File: src/rtl/med3x3_core.sv
// rtl/med3x3_core.sv - 3x3 median filter core fed by three line FIFOs; optional MED_LINE_CNT_EN adds out_last/line_count
module med3x3_core #(
    parameter int C_DATA_WIDTH = 8,
    parameter int C_LINE_WIDTH = 640
) (
    input  logic                    clk,
    input  logic                    rst,
    input  logic                    en,
    input  logic [C_DATA_WIDTH-1:0] row0_dout,
    input  logic [C_DATA_WIDTH-1:0] row1_dout,
    input  logic [C_DATA_WIDTH-1:0] row2_dout,
    input  logic                    row0_empty,
    input  logic                    row1_empty,
    input  logic                    row2_empty,
    output logic                    rd_en,
    output logic                    out_valid,
    output logic [C_DATA_WIDTH-1:0] out_data,
    output logic [1:0]              state
`ifdef MED_LINE_CNT_EN
    ,
    output logic                    out_last,
    output logic [15:0]             line_count
`endif
);

    localparam int DW = C_DATA_WIDTH;
    localparam logic [15:0] C_LAST_COL = 16'(C_LINE_WIDTH - 1);

    typedef logic [DW-1:0] pix_t;
    typedef enum logic [1:0] {
        S_IDLE = 2'd0,
        S_FILL = 2'd1,
        S_RUN  = 2'd2
    } state_t;

    function automatic pix_t min2(input pix_t a, input pix_t b);
        return (a < b) ? a : b;
    endfunction

    function automatic pix_t max2(input pix_t a, input pix_t b);
        return (a < b) ? b : a;
    endfunction

    function automatic pix_t med3(input pix_t a, input pix_t b, input pix_t c);
        return max2(min2(a, b), min2(max2(a, b), c));
    endfunction

    logic                   fetch;
    logic [15:0]            col_q, col_d;
    logic [2:0][2:0][DW-1:0] win_q;          // [column 0 oldest][row]
    logic [2:0][2:0][DW-1:0] s1_q, s1_d;     // [column][0 min, 1 mid, 2 max]
    logic [2:0][DW-1:0]     s2_q, s2_d;      // 0 max of mins, 1 median of mids, 2 min of maxes
    pix_t                   out_data_q, out_data_d;
    logic                   v0_q, v1_q, v2_q, out_valid_q;
    state_t                 state_q;

    // Common read strobe; a high cycle is one column fetch
    assign rd_en = en & ~rst & ~row0_empty & ~row1_empty & ~row2_empty;
    assign fetch = rd_en;

    // Column position of the next fetched column, wrapping at line end
    always_comb begin
        col_d = col_q;
        if (fetch) begin
            col_d = (col_q == C_LAST_COL) ? 16'd0 : col_q + 16'd1;
        end
    end

    // Median network: per-column sort, cross-column reduce, final median
    always_comb begin
        s1_d = '0;
        for (int c = 0; c < 3; c++) begin
            s1_d[c][0] = min2(min2(win_q[c][0], win_q[c][1]), win_q[c][2]);
            s1_d[c][1] = med3(win_q[c][0], win_q[c][1], win_q[c][2]);
            s1_d[c][2] = max2(max2(win_q[c][0], win_q[c][1]), win_q[c][2]);
        end
        s2_d[0]    = max2(max2(s1_q[0][0], s1_q[1][0]), s1_q[2][0]);
        s2_d[1]    = med3(s1_q[0][1], s1_q[1][1], s1_q[2][1]);
        s2_d[2]    = min2(min2(s1_q[0][2], s1_q[1][2]), s1_q[2][2]);
        out_data_d = med3(s2_q[0], s2_q[1], s2_q[2]);
    end

    // Window shift on fetch and the three-stage valid/data pipeline
    always_ff @(posedge clk or posedge rst) begin
        if (rst) begin
            col_q       <= '0;
            win_q       <= '0;
            s1_q        <= '0;
            s2_q        <= '0;
            out_data_q  <= '0;
            v0_q        <= 1'b0;
            v1_q        <= 1'b0;
            v2_q        <= 1'b0;
            out_valid_q <= 1'b0;
        end else begin
            col_q <= col_d;
            if (fetch) begin
                win_q[0] <= win_q[1];
                win_q[1] <= win_q[2];
                win_q[2] <= {row2_dout, row1_dout, row0_dout};
            end
            // Columns 0 and 1 only prime the window; no window straddles a line
            v0_q        <= fetch && (col_q >= 16'd2);
            v1_q        <= v0_q;
            v2_q        <= v1_q;
            out_valid_q <= v2_q;
            if (v0_q) s1_q <= s1_d;
            if (v1_q) s2_q <= s2_d;
            if (v2_q) out_data_q <= out_data_d;
        end
    end

    // Line-phase FSM: FILL while priming a line, RUN while windows are valid
    always_ff @(posedge clk or posedge rst) begin
        if (rst) begin
            state_q <= S_IDLE;
        end else begin
            case (state_q)
                S_IDLE: if (en) state_q <= S_FILL;
                S_FILL: begin
                    if (fetch && col_q == 16'd1)  state_q <= S_RUN;
                    else if (!en && col_q == 16'd0) state_q <= S_IDLE;
                end
                S_RUN: begin
                    if (fetch && col_q == C_LAST_COL) state_q <= S_FILL;
                    else if (!en && col_q == 16'd0)  state_q <= S_IDLE;
                end
                default: state_q <= S_IDLE;
            endcase
        end
    end

    assign out_valid = out_valid_q;
    assign out_data  = out_data_q;
    assign state     = state_q;

`ifdef MED_LINE_CNT_EN
    logic        last0_q, last1_q, last2_q, out_last_q;
    logic [15:0] line_count_q;

    // End-of-line marker travels alongside the window valid bit
    always_ff @(posedge clk or posedge rst) begin
        if (rst) begin
            last0_q      <= 1'b0;
            last1_q      <= 1'b0;
            last2_q      <= 1'b0;
            out_last_q   <= 1'b0;
            line_count_q <= '0;
        end else begin
            last0_q    <= fetch && (col_q == C_LAST_COL);
            last1_q    <= last0_q;
            last2_q    <= last1_q;
            out_last_q <= v2_q && last2_q;
            if (v2_q && last2_q) line_count_q <= line_count_q + 16'd1;
        end
    end

    assign out_last   = out_last_q;
    assign line_count = line_count_q;
`endif

endmodule

File: config.mk
export PLATFORM = sky130hd
export DESIGN_NAME = med3x3_core
export DESIGN_NICKNAME = d
export VERILOG_FILES = /design/src/rtl/med3x3_core.sv
export SDC_FILE = /design/constraint.sdc
export NUM_CORES = 1
export LEC_CHECK = 0
export BUFFER_PORTS_ARGS = -buffer_cell sky130_fd_sc_hd__buf_2
export CELL_PAD_IN_SITES_DETAIL_PLACEMENT = 2
export CELL_PAD_IN_SITES_GLOBAL_PLACEMENT = 2
export CORE_MARGIN = 2
export CORE_UTILIZATION = 40
export DETAILED_ROUTE_END_ITERATION = 8
export PLACE_DENSITY_LB_ADDON = 0.05
export SYNTH_ARGS = -nofsm -noshare
export SYNTH_HDL_FRONTEND = slang
export SYNTH_SLANG_ARGS = --single-unit
File: constraint.sdc
create_clock -name clk -period 7.1 [get_ports clk]
set_input_delay 0.355 -clock clk [delete_from_list [all_inputs] [get_ports clk]]
set_output_delay 0.355 -clock clk [all_outputs]
set_load 0.02 [all_outputs]
==> results.yml <==
status:
  status: "completed"
clock_tree:
  cts_buffer_depth: 2
  post_cts_buffers: 0
  ctsResizeCount: 0
  cts_buffers: 17
  cts.sinks: 198
  cts_root_buffer: "clkbuf_16"
  ctsHoldBuffers: 0
  h-tree-depth: 4
  cts_tree: "built"
  path_clk_slew_ns: 0.08
  clk_latency_ns: 0.47
place:
  placement.io_buffers: 41
  dp_hpwl_mm: 38.7
  place_area_um2: 15200
  finalWeightedCongestion: 0.887
worst_setup_path:
  crit_cells: 21
  worstPathRequired_ns: 7.46
  cp_slowest_cell: "o21ai_2"
  reg2reg_from: "win_q[25]"
  max_stage_delay_ns: 0.71
  reg2reg_slack_ns: 0.89
  cp.arrival_ns: 6.57
  cp-end-kind: "flop"
  crit_type: "flop to flop"
  cp_num_buf_inv: 4
  regToRegEndpoint: "s1_q[37]"
  rr_worst_depth: 21
  cpMostUsedCell: "ha_1"
  crit_path_cell_trace: "ha_1 > a2111oi_2 > o31ai_2 > buf_4 > o21ai_0 > ha_1 > nand4_1 > a21oi_1 > nand2_1 > o21ai_2 > mux2_2 > inv_1 > ha_1 > a41oi_1 > o221a_2 > o31a_1 > inv_1 > a32oi_1 > buf_4 > o22ai_1 > a31o_2"
  critPathMaxFanout: 18
  worst_path_dominant_cell_family: "compound AO/OA/AOI/OAI gates"
  timing.critical_path.from_type: "flop"
global_route:
  grt_pass1_wl_mm: 80.1
  grt_max_degree: 122
  gr-total-overflow: 0
  antenna_found_initial: 1
  track_usage: 0.271
  first_global_vias: 13908
sta:
  skew_ns: 0.0132
  rsz0062_at_grt: "no"
  timing.fmax_mhz: 161
  fin_tns_setup_ns: 0
  worstMarginPinSlew_ns: 1.14
  whs_ns: 0.00793
  min_period_over_period: 0.874
  setup_viol: 0
  slew-limit-headroom: 0.229
  slew_violations: 0
  finalCriticalPeriod_ns: 6.21
  hold_viol_final: 0
floorplan:
  die_h_um: 195
  rows: 69
  dieWidth_um: 195
  io_pins: 42
  initial_core_util: 0.407
  core-area_um2: 35700
  die_area_um2: 37900
cells_and_area:
  final.fill_count: 3973
  utilization: 0.444
  nets: 1847
  finalInstanceArea_um2: 15900
  syn_to_final_growth_pct: 8.95
  antenna-diode-count: 0
  drive_gt1_frac: 0.117
synth:
  synth_edf_count: 0
  syn_inst: 1649
  synthDominantCellAreaShare: 0.340
  synth_cell_type_count: 78
  avgSynthCellArea_um2: 8.83
  synth_common_cells: "nand2_1 (214), dfrtp_1 (198), inv_1 (162), ha_1 (158), o21ai_0 (139)"
  ys_seq_elements: 198
  netlist_area_um2: 14600
  postSynth.asyncResetShare: 1.00
  syn_nets: 1837
  synth_warnings: 0
  ys_top_cells_by_area: "dfrtp_1 (34%), ha_1 (14%), nand2_1 (5.5%)"
  synth_top_cell_by_area: "dfrtp_1"
  synth.most_common_cell: "nand2_1"
  synthFlopType: "dfrtp_1"
  ys_seq_area_frac: 0.340
worst_hold_path:
  hold_path_class: "input pin to async pin"
routing:
  drc: 0
  vias: 12966
  wl_per_cell_um: 23.7
  viasPerCell: 6.08
  wirelength_mm: 50.6
  first_pass_iters: 5
  drt.antenna.violating_nets: 0
  dr.first_iter.drc_count: 735
run:
  maxCapViolations: 0
## area by class of cell
type                            count  area, um^2  share of cell area
Inverter                          163         621              0.0391
Multi-Input combinational cell   1215        8700               0.548
Timing Repair Buffer               64         378              0.0238
Clock inverter                     14         188              0.0118
Clock buffer                       18         439              0.0277
Sequential cell                   198        4960               0.313
Tap cell                          461         577              0.0364
## layout by cell type, fill, tap and decap left out, types with 17 or more instances in the layout
cell type | synthesis | routed
ha_1 | 158 | 158
dfrtp_1 | 198 | 197
o21a_1 | 19 | 19
o211ai_1 | 26 | 26
buf_2 | 6 | 41
nor2_1 | 61 | 61
o21ai_0 | 139 | 138
mux2i_1 | 60 | 60
clkbuf_16 | 0 | 17
inv_1 | 162 | 161
buf_4 | 1 | 23
and3_1 | 17 | 17
a31oi_1 | 25 | 24
o221ai_1 | 17 | 17
a21o_1 | 20 | 20
nand2b_1 | 21 | 21
nand3_1 | 62 | 62
nand4_1 | 29 | 29
nand2_1 | 214 | 214
a21oi_1 | 79 | 79
mux2_2 | 58 | 58
## cells by family (layout without fill, tap and decap cells)
logic type / after synthesis / in the layout / synth area share
adders and majority gates: 158 / 158 / 0.136
DFF: 198 / 198 / 0.340
buffers and inverters: 236 / 259 / 0.0632
muxes: 118 / 118 / 0.0861
xor gates and xnor gates: 11 / 11 / 0.00662
and+or+nand+nor: 450 / 450 / 0.142
AOI/OAI and AO/OA: 478 / 478 / 0.226
## worst max-delay path by stage
| stage | from | to | slack, ns |
|---|---|---|---|
| after floorplan | rst | col_q[0] | 1.35 |
| after CTS | win_q[25] | s1_q[37] | 0.96 |
| final | win_q[25] | s1_q[37] | 0.89 |
| after detailed placement | win_q[39] | s1_q[37] | 1.02 |
| after global placement | win_q[31] | s1_q[35] | 1.16 |
| after global routing | win_q[39] | s1_q[38] | 0.47 |
## sequential cells by signal, summed over array words and instances (netlist names)
signal,cells
col_q,16
out_data,8
out_valid,1
s1_q,72
s2_q,24
state,2
v0_q,1
v1_q,1
v2_q,1
win_q,72
## through the flow
step	setup WS, ns	instances
floorplan	1.35	1649
global placement	1.16	2101
detailed placement	1.02	2101
CTS	0.958	2133
global route	0.467	2133
finish	0.894	2133
## layer usage
metal | GRT usage | share of wire | wire [um]
met1 | 0.363 | 0.47 | 23600
met2 | 0.447 | 0.47 | 23900
met3 | 0.0349 | 0.030 | 1510
met4 | 0.105 | 0.030 | 1520
met5 | 0 | 0 | 0
Power is not shown: default switching activity piles up to over one toggle a cycle in this logic, so the estimate is an artifact.
